--- config.mk ---
export PLATFORM = sky130hd
export DESIGN_NAME = key_event_gen_flat
export DESIGN_NICKNAME = d
export VERILOG_FILES = /design/src/rtl/key_event_gen_pkg.sv /design/src/rtl/key_event_gen_if.sv /design/src/rtl/key_event_gen_channel.sv /design/src/rtl/key_event_gen.sv /design/src/flat_wrapper.sv
export SDC_FILE = /design/constraint.sdc
export NUM_CORES = 1
export LEC_CHECK = 0
export BUFFER_PORTS_ARGS = -buffer_cell sky130_fd_sc_hd__buf_2
export CORE_MARGIN = 8
export CORE_UTILIZATION = 40
export CTS_CLUSTER_DIAMETER = 150
export DETAILED_ROUTE_END_ITERATION = 10
export PLACE_DENSITY = 0.54
export SLEW_MARGIN = 20
export SYNTH_ARGS = -nofsm -noshare
export SYNTH_HDL_FRONTEND = slang
export SYNTH_HIERARCHICAL = 1
export SYNTH_SLANG_ARGS = --single-unit
--- constraint.sdc ---
create_clock -name clk -period 3.6 [get_ports clk]
set_input_delay 0 -clock clk [delete_from_list [all_inputs] [get_ports clk]]
set_output_delay 0 -clock clk [all_outputs]
set_load 0.005 [all_outputs]
--- src/rtl/key_event_gen_pkg.sv ---
// Shared types and elaboration helpers for the key event generator.
// Channel state encoding plus ms-prescaler and counter-width functions.
package key_event_pkg;

    typedef enum logic [1:0] {
        ARMED     = 2'd0,
        PRESSED   = 2'd1,
        LONG_DONE = 2'd2,
        LOCKED    = 2'd3
    } chan_state_e;

    function automatic int ms_div(input int clk_hz);
        return (clk_hz / 1000 < 1) ? 1 : clk_hz / 1000;
    endfunction

    function automatic int cnt_w(input int max_val);
        return (max_val < 1) ? 1 : $clog2(max_val + 1);
    endfunction

endpackage

--- src/rtl/key_event_gen_if.sv ---
// Button-side bundle: raw keys in, debounced levels and one-hot events out.
// The slave modport is the generator; the master modport is the consumer/stimulus side.
interface key_event_gen_if #(
    parameter int N_KEYS = 5
);
    logic [N_KEYS-1:0] key_raw;
    logic [N_KEYS-1:0] key_level;
    logic [N_KEYS-1:0] key_pulse;
    logic [N_KEYS-1:0] key_long;
    logic              pend;

    modport master (output key_raw, input key_level, key_pulse, key_long, pend);
    modport slave  (input key_raw, output key_level, key_pulse, key_long, pend);
endinterface

--- src/rtl/key_event_gen_channel.sv ---
// One key: 2-flop synchronizer, tick-based debounce, long-press timer and channel FSM.
// press_set/long_set are combinational strobes valid in the cycle before the state update.
module key_channel
    import key_event_pkg::*;
#(
    parameter int DEBOUNCE_MS  = 20,
    parameter int LONGPRESS_MS = 2000
) (
    input  logic clk,
    input  logic rst,
    input  logic tick,
    input  logic key_raw,
    output logic key_level,
    output logic press_set,
    output logic long_set
);
    localparam int DB_W = cnt_w(DEBOUNCE_MS);
    localparam int LP_W = cnt_w(LONGPRESS_MS);
    localparam logic [DB_W-1:0] DB_MAX = DB_W'(DEBOUNCE_MS);
    localparam logic [LP_W-1:0] LP_MAX = LP_W'(LONGPRESS_MS);

    localparam logic [1:0] ST_ARMED     = ARMED;
    localparam logic [1:0] ST_PRESSED   = PRESSED;
    localparam logic [1:0] ST_LONG_DONE = LONG_DONE;
    localparam logic [1:0] ST_LOCKED    = LOCKED;

    logic            sync_q1;
    logic            sync_q2;
    logic            init_q;
    logic [DB_W-1:0] db_cnt;
    logic [LP_W-1:0] lp_cnt;
    logic [1:0]      state;
    logic            flip;

    // Left out of reset so a key held through reset is visible on the first cycle after it.
    always_ff @(posedge clk) begin
        sync_q1 <= key_raw;
        sync_q2 <= sync_q1;
    end

    assign flip      = !init_q && tick && (sync_q2 != key_level) && (db_cnt == DB_MAX);
    assign press_set = flip && !key_level && (state == ST_ARMED);
    assign long_set  = (state == ST_PRESSED) && (lp_cnt == LP_MAX) && !flip;

    always_ff @(posedge clk) begin
        if (rst) begin
            init_q    <= 1'b1;
            key_level <= 1'b0;
            db_cnt    <= '0;
            lp_cnt    <= '0;
            state     <= ST_ARMED;
        end else if (init_q) begin
            init_q    <= 1'b0;
            key_level <= sync_q2;
            state     <= sync_q2 ? ST_LOCKED : ST_ARMED;
        end else begin
            if (sync_q2 == key_level) begin
                db_cnt <= '0;
            end else if (flip) begin
                db_cnt    <= '0;
                key_level <= !key_level;
            end else if (tick) begin
                db_cnt <= db_cnt + 1'b1;
            end

            if (tick && lp_cnt != LP_MAX) begin
                lp_cnt <= lp_cnt + 1'b1;
            end

            case (state)
                ST_ARMED: begin
                    if (press_set) begin
                        state  <= ST_PRESSED;
                        lp_cnt <= '0;
                    end
                end
                ST_PRESSED: begin
                    if (flip) begin
                        state <= ST_ARMED;
                    end else if (long_set) begin
                        state <= ST_LONG_DONE;
                    end
                end
                ST_LONG_DONE, ST_LOCKED: begin
                    if (flip) begin
                        state <= ST_ARMED;
                    end
                end
                default: state <= ST_ARMED;
            endcase
        end
    end

endmodule

--- src/rtl/key_event_gen.sv ---
// Debounced key levels plus strictly one-hot press and long-press pulses for the heater FSM.
// Pulses leave one cycle after acceptance; simultaneous events queue and drain lowest index first.
module key_event_gen
    import key_event_pkg::*;
#(
    parameter int N_KEYS       = 5,
    parameter int CLK_HZ       = 50_000_000,
    parameter int DEBOUNCE_MS  = 20,
    parameter int LONGPRESS_MS = 2000
) (
    input logic            clk,
    input logic            rst,
    key_event_gen_if.slave bus
);
    localparam int DIV  = ms_div(CLK_HZ);
    localparam int PS_W = cnt_w(DIV - 1);
    localparam logic [PS_W-1:0] PS_LAST = PS_W'(DIV - 1);

    logic [PS_W-1:0]   ps_cnt;
    logic              tick;
    logic [N_KEYS-1:0] key_level;
    logic [N_KEYS-1:0] press_set;
    logic [N_KEYS-1:0] long_set;
    logic [N_KEYS-1:0] press_pend;
    logic [N_KEYS-1:0] long_pend;
    logic [N_KEYS-1:0] press_cand;
    logic [N_KEYS-1:0] long_cand;
    logic [N_KEYS-1:0] press_gnt;
    logic [N_KEYS-1:0] long_gnt;
    logic [N_KEYS-1:0] key_pulse_q;
    logic [N_KEYS-1:0] key_long_q;

    always_ff @(posedge clk) begin
        if (rst || ps_cnt == PS_LAST) begin
            ps_cnt <= '0;
        end else begin
            ps_cnt <= ps_cnt + 1'b1;
        end
    end

    assign tick = (ps_cnt == PS_LAST);

    for (genvar i = 0; i < N_KEYS; i++) begin : g_chan
        key_channel #(
            .DEBOUNCE_MS (DEBOUNCE_MS),
            .LONGPRESS_MS(LONGPRESS_MS)
        ) u_chan (
            .clk      (clk),
            .rst      (rst),
            .tick     (tick),
            .key_raw  (bus.key_raw[i]),
            .key_level(key_level[i]),
            .press_set(press_set[i]),
            .long_set (long_set[i])
        );
    end

    // New strobes join the queue directly, so an uncontended press issues without a pend cycle.
    assign press_cand = press_pend | press_set;
    assign long_cand  = long_pend | long_set;
    assign press_gnt  = press_cand & (~press_cand + 1'b1);
    assign long_gnt   = long_cand & (~long_cand + 1'b1);

    always_ff @(posedge clk) begin
        if (rst) begin
            press_pend  <= '0;
            long_pend   <= '0;
            key_pulse_q <= '0;
            key_long_q  <= '0;
        end else if (|press_cand) begin
            key_pulse_q <= press_gnt;
            key_long_q  <= '0;
            press_pend  <= press_cand & ~press_gnt;
            long_pend   <= long_cand;
        end else begin
            key_pulse_q <= '0;
            key_long_q  <= long_gnt;
            press_pend  <= '0;
            long_pend   <= long_cand & ~long_gnt;
        end
    end

    assign bus.key_level = key_level;
    assign bus.key_pulse = key_pulse_q;
    assign bus.key_long  = key_long_q;
    assign bus.pend      = |press_pend;

endmodule

--- src/flat_wrapper.sv ---
// flat-port wrapper written by rule: the top's interface ports become plain ports
module key_event_gen_flat import key_event_pkg::*;
#(
    parameter int N_KEYS       = 5,
    parameter int CLK_HZ       = 50_000_000,
    parameter int DEBOUNCE_MS  = 20,
    parameter int LONGPRESS_MS = 2000
)
  (clk, rst, bus_key_raw, bus_key_level, bus_key_pulse, bus_key_long, bus_pend);
  key_event_gen_if #(.N_KEYS(N_KEYS)) bus_i ();
  input logic clk;
  input logic rst;
  input wire logic [$bits(bus_i.key_raw)-1:0] bus_key_raw;
  output wire logic [$bits(bus_i.key_level)-1:0] bus_key_level;
  output wire logic [$bits(bus_i.key_pulse)-1:0] bus_key_pulse;
  output wire logic [$bits(bus_i.key_long)-1:0] bus_key_long;
  output wire logic [$bits(bus_i.pend)-1:0] bus_pend;
  assign bus_i.key_raw = bus_key_raw;
  assign bus_key_level = bus_i.key_level;
  assign bus_key_pulse = bus_i.key_pulse;
  assign bus_key_long = bus_i.key_long;
  assign bus_pend = bus_i.pend;
  key_event_gen #(.N_KEYS(N_KEYS), .CLK_HZ(CLK_HZ), .DEBOUNCE_MS(DEBOUNCE_MS), .LONGPRESS_MS(LONGPRESS_MS)) u_core (.clk(clk), .rst(rst), .bus(bus_i));
endmodule
# After elaboration in Yosys (flattened, before gate mapping)

Cells that the tools add are included.

Bits in registers: 142
Latch bits: 0
Memory bits (writable): 0
Memory bits (read-only): 0
Bits of input ports: 7
Logic and storage cells: 291
Memories kept: 0

Add/sub/neg operators: 13
Multiply operators: 0
Divide/modulo/power cells: 0
Magnitude comparators: 0
Eq/ne operators: 61
Shift operators: 0
Multiplexer cells: 82
Bitwise gates (word level): 12
Reduce and logical (&&, ||, !) cells: 87

Operators with widths:

| kind                                           | number |
|---|---|
| two-way mux 11 bit                             | 15 |
| two-way mux 5 bit                              | 16 |
| two-way mux 2 bit                              | 30 |
| adder 11 x 1 -> 11 bit (second input constant) | 5 |
| == test 11 bit (second input constant)         | 5 |
| != test 11 bit (second input constant)         | 5 |
| logical AND 1 bit                              | 36 |
| adder 5 x 1 -> 5 bit (second input constant)   | 7 |
| case mux 2 bit (3 select lines)                | 5 |
| == test 5 bit (second input constant)          | 5 |
| bitwise AND 5 bit                              | 4 |
| == test 2 bit (second input constant)          | 10 |
| inverter 5 bit                                 | 4 |
| AND reduction 2 bit                            | 10 |
| != test 3 bit (second input constant)          | 6 |
| adder 16 x 1 -> 16 bit (second input constant) | 1 |
| == test 16 bit (second input constant)         | 1 |
| two-way mux 1 bit                              | 16 |
| AND reduction 3 bit                            | 5 |
| nonzero test 3 bit                             | 5 |
| != test 3 x 2 -> 1 bit (second input constant) | 4 |
| != test 4 bit (second input constant)          | 3 |
| OR reduction 2 bit                             | 6 |
| zero test 1 bit                                | 11 |
| other kinds (13)                               | 40 |

# Depth between registers and ports, before layout

Depth after elaboration: 13
Gate-level depth with buffers: 11

# Cells and area by module

Netlist, hierarchy kept.

By module, submodules not included:

| module                                    | instances | cells each | area an instance (um^2) | seq. area each (um^2) |
|---|---|---|---|---|
| key_channel (u_core.g_chan[0].u_chan ...) | 4         | 125        | 1106.1                  | 440.4 |
| key_event_gen                             | 1         | 142        | 1373.8                  | 700.7 |
| key_channel (u_core.g_chan[2].u_chan)     | 1         | 132        | 1147.4                  | 440.4 |

# Worst setup path before layout

No wires, ideal clock.

Kind: reg2reg
From: register u_core.ps_cnt[9]
To: register u_core.key_long_q[4], in the netlist u_core/bus.key_long[4]
Library setup time: 0.087 ns
Arrival time: 3.177 ns
Required time: 3.513 ns
Path slack: 0.335 ns
Cell stages (with the launch flop): 12
Buffers on the path: 1
Period minus slack after synthesis: 3.265 ns
Path through: dfxtp_1 clkbuf_1 nor4bb_1 and4_1 and2b_1 nand3_1 nand2_1 nor3_1 nor2_1 nand2_1 or4_4 nor4_4

Longest elaborated chain between the ends: 10
Elaborated cells between the ends (all ways): 38
Those cells by class: add/sub (1); eq/ne (1); bitwise (4); reduce/logical (32)

RTL lines:

| item                            | RTL line                    | source |
|---|---|---|
| from (decl)                     | key_event_gen.sv:19         | `logic [PS_W-1:0] ps_cnt;` |
| from (signal assigned)          | key_event_gen.sv:37         | `ps_cnt <= ps_cnt + 1'b1;` |
| == test 16 bit                  | key_event_gen.sv:41         | `assign tick = (ps_cnt == PS_LAST);` |
| via u_core.tick                 | key_event_gen.sv:20         | `logic tick;` |
| logical AND 1 bit (3 in series) | key_event_gen_channel.sv:41 | `assign flip = !init_q && tick && (sync_q2 != key_level) && (db_cnt == DB_MAX);` |
| zero test 1 bit                 | key_event_gen_channel.sv:43 | `assign long_set = (state == ST_PRESSED) && (lp_cnt == LP_MAX) && !flip;` |
| logical AND 1 bit               | key_event_gen_channel.sv:43 |  |
| via u_core.long_set[0]          | key_event_gen.sv:23         | `logic [N_KEYS-1:0] long_set;` |
| OR 5 bit                        | key_event_gen.sv:60         | `assign long_cand = long_pend \| long_set;` |
| inverter 5 bit                  | key_event_gen.sv:62         | `assign long_gnt = long_cand & (~long_cand + 1'b1);` |
| adder 5 x 1 -> 5 bit            | key_event_gen.sv:62         |  |
| bitwise AND 5 bit               | key_event_gen.sv:62         |  |
| to (signal assigned)            | key_event_gen.sv:77         | `key_long_q <= long_gnt;` |
| to (decl)                       | key_event_gen.sv:31         | `logic [N_KEYS-1:0] key_long_q;` |

The timed path passes the listed nets, and every way through them passes these cells.
A chain may end at the register's enable or synchronous reset.

# Final worst setup path

From: register u_core.ps_cnt[0]
To: register u_core.key_long_q[4], in the netlist u_core/bus.key_long[4]

The elaborated chain is that of the path after synthesis.

==> results.sh <==
export IMPL_gr_total_overflow=0
export IMPL_fin_nets=827
export IMPL_antenna_found_initial=0
export IMPL_end_kind="flop"
export IMPL_die_height_um=147.8
export IMPL_cts_sinks=145
export IMPL_met1_usage=0.1732
export IMPL_core_area_sq_um=17120
export IMPL_ant_nets=0
export IMPL_insertion_delay_ns=0.41
export IMPL_portBuffers=22
export IMPL_ir_drop_mv=0.3431
export IMPL_slew_violations=0
export IMPL_ys_warnings_count=6
export IMPL_wirelength_um=14540
export IMPL_final_util=0.4587
export IMPL_synth_cells=774
export IMPL_die_width_um=147.8
export IMPL_ys_seq_area_frac=0.4179
export IMPL_num_rows=48
export IMPL_synthesis_nets=802
export IMPL_rsz0062_at_grt="no"
export IMPL_synth_most_common_cell="dfxtp_1"
export IMPL_start_kind="flop"
export IMPL_clkTransAtPathRegs_ns=0.05
export IMPL_grtUsageMet3=0.04066
export IMPL_worstHoldStart="rst"
export IMPL_initial_core_util=0.4058
export IMPL_crit_path_cell_trace="ha_1 -> and3_1 -> and4_1 -> buf_12 -> and2b_1 -> nand3_1 -> nand2_1 -> nor3_1 -> nor2_1 -> nand2_1 -> or4_4 -> nor4_4"
export IMPL_synth_largest_area_cell="dfxtp_1"
export IMPL_maxSlewHeadroom=0.5158
export IMPL_io_pins=23
export IMPL_syn_area_sq_um=6945
export IMPL_synth_ff_type="dfxtp_1"
export IMPL_n_antenna_cell=0
export IMPL_crit_slowest_cell="or4_4"
export IMPL_num_vias=5544
export IMPL_drcViolationCount=0
export IMPL_fin_crit_ns=3.050
export IMPL_grt_pass1_wl_um=24870
export IMPL_maxCapViolCount=0
export IMPL_synth_common_cells="145 x dfxtp_1, 109 x nor2_1, 44 x nand2_1, 43 x nand3_1, 38 x inv_1"
export IMPL_slowest_delay_ns=0.52
export IMPL_grt_pass1_vias=5306
export IMPL_fmax_ghz=0.3279
export IMPL_synth_area_per_cell_sq_um=8.973
export IMPL_path_delay_family="simple AND/OR/NAND/NOR gates"
export IMPL_cp_startpoint="u_core/ps_cnt[0]"
export IMPL_grtUsageMet2=0.2200
export IMPL_h_tree_depth=4
export IMPL_arrival_ns=3.37
export IMPL_vias_per_cell=5.346
export IMPL_place_congestion=0.8309
export IMPL_cts_tree="yes"
export IMPL_dr_pass1_iters=5
export IMPL_cp_data_required_time_ns=3.92
export IMPL_finalSetupTns_ns=0
export IMPL_grtUsageTotal=0.1366
export IMPL_initialDrtViolationCount=330
export IMPL_drive_above_1_share=0.1071
export IMPL_worst_pin_slew_ns=0.7247
export IMPL_min_path_type="in -> reg"
export IMPL_cts_buffer_depth=2
export IMPL_synth_top_area_share=0.4179
export IMPL_yosys_top_cells_area="dfxtp_1 42%, nor2_1 5.9%, xnor2_1 4.3%, ha_1 3.8%, xor2_1 3.5%"
export IMPL_p_leak_uw=0.002821
export IMPL_path_buf_inv=1
export IMPL_power_density_nw_per_um2=443.7
export IMPL_yosysUniqueCellTypes=61
export IMPL_area_growth_pct=13.04
export IMPL_r2r_start="u_core/ps_cnt[0]"
export IMPL_hpwl_um=10240
export IMPL_skew_ns=0.006540
export IMPL_cpMostUsedCell="nand2_1"
export IMPL_finalSetupViolations=0
export IMPL_cts_setup_buffers=0
export IMPL_path_class="reg -> reg"
export IMPL_wl_per_cell_um=14.02
export IMPL_busiest_layer="met2"
export IMPL_fin_crit_sh=0.8473
export IMPL_hold_viol=0
export IMPL_cts_made_buffers=17
export IMPL_status="completed"
export IMPL_root_buffer="clkbuf_16"
export IMPL_worstPathMaxFanout=22
export IMPL_synth_ff_latch_count=145
export IMPL_grt_max_degree=38
export IMPL_synth_edff_count=0
export IMPL_synthArstFlopShare=0
export IMPL_die_area_sq_um=21840
registers in the layout (all words and copies together), names as in the netlist:
register / cells
u_core/g_chan.u_chan/lp_cnt: 55
u_core/g_chan.u_chan/db_cnt: 25
u_core/ps_cnt: 16
u_core/g_chan.u_chan/state: 10
u_core/bus.key_long: 5
u_core/bus.key_pulse: 5
u_core/g_chan.u_chan/init_q: 5
u_core/g_chan.u_chan/key_level: 5
u_core/g_chan.u_chan/sync_q1: 5
u_core/g_chan.u_chan/sync_q2: 5
u_core/long_pend: 5
u_core/press_pend: 4
final timing paths:
kind                                endpoint  slack, ns  cells past startpoint
max                   u_core/bus.key_long[4]       0.55                     12
min           u_core/g_chan[3].u_chan/init_q       0.07                      1
max reg2reg           u_core/bus.key_long[4]       0.55                     12
min reg2reg  u_core/g_chan[4].u_chan/sync_q2       0.33                      0
through the flow:
stage               instances  hold slack, ns  total power [uW]  area, sq um  setup WS [ns]
CTS                      1037         0.06937              3540         7851         0.5410
detailed placement       1000          0.1065              1815         7219         0.5592
floorplan                 774         0.02772              1791         6945         0.3351
finish                   1037         0.06716              3484         7851         0.5499
global route             1037         0.08316              3636         7851         0.2603
global placement         1000          0.1030              1813         7219         0.6818
metal layers:
metal	routed length, um	share of wire
met5	0	0
met4	130	0.0089
met3	544	0.037
met2	6732	0.46
met1	7129	0.49
worst register-to-register path: cells and delay by family (launching register included):
kind / cells / cell delay, ns
DFF: 1 / 0.37
buffers and inverters: 1 / 0.19
adders and majority gates: 1 / 0.22
and+or+nand+nor: 10 / 2.18
timing repair:
item                                   CTS  global route
setup endpoints to repair                0             0
gates resized for setup                  0             0
endpoints found under the hold margin    5             0
hold buffers                             5             0
report_power, final:
group,internal [uW],switching (uW)
combinational,53.0,71.7
clock,1080,622
sequential,1630,31.0
total,2760,725
logic make-up (layout without fill, tap and decap cells):
logic type | count (synthesis) | after routing | synth area share
simple gates | 375 | 375 | 0.3061
flops | 145 | 145 | 0.4179
compound gates | 92 | 92 | 0.09008
xor+xnor | 66 | 66 | 0.08755
buf+inv | 64 | 102 | 0.04468
fa+ha+maj | 21 | 21 | 0.03783
mux | 11 | 11 | 0.01585
layout by cell type (no fill, tap or decap), types with 6 or more instances in the layout:
cell / synthesis / final
nor4_1: 28 / 28
clkbuf_16: 0 / 17
a31oi_1: 7 / 7
nor3b_1: 6 / 6
or3_1: 9 / 9
nor4b_1: 6 / 6
mux2i_1: 11 / 11
nand2_1: 44 / 44
or4_4: 6 / 6
a211oi_1: 7 / 7
buf_2: 1 / 22
nand4b_1: 10 / 10
xor2_1: 28 / 28
dfxtp_1: 145 / 145
nor3_1: 27 / 27
nor2_1: 109 / 109
nand4_1: 23 / 23
ha_1: 21 / 21
inv_1: 38 / 38
a21oi_1: 31 / 31
nand3_1: 43 / 43
clkbuf_8: 0 / 7
o31ai_1: 6 / 6
a41oi_1: 7 / 7
xnor2_1: 34 / 34
and4b_1: 10 / 10
o21bai_1: 8 / 8
layout make-up:
type                       instances  area (sq um)
sequential                       145          2903
tap                              225         281.5
timing repair buffer              32         210.2
multi-input combinational        565          3732
clock buffer                      28         536.8
inverter                          38         142.6
fill                            1618          9265
clock inverter                     4         45.04
Note: power is estimated with default switching activity, not from simulation.
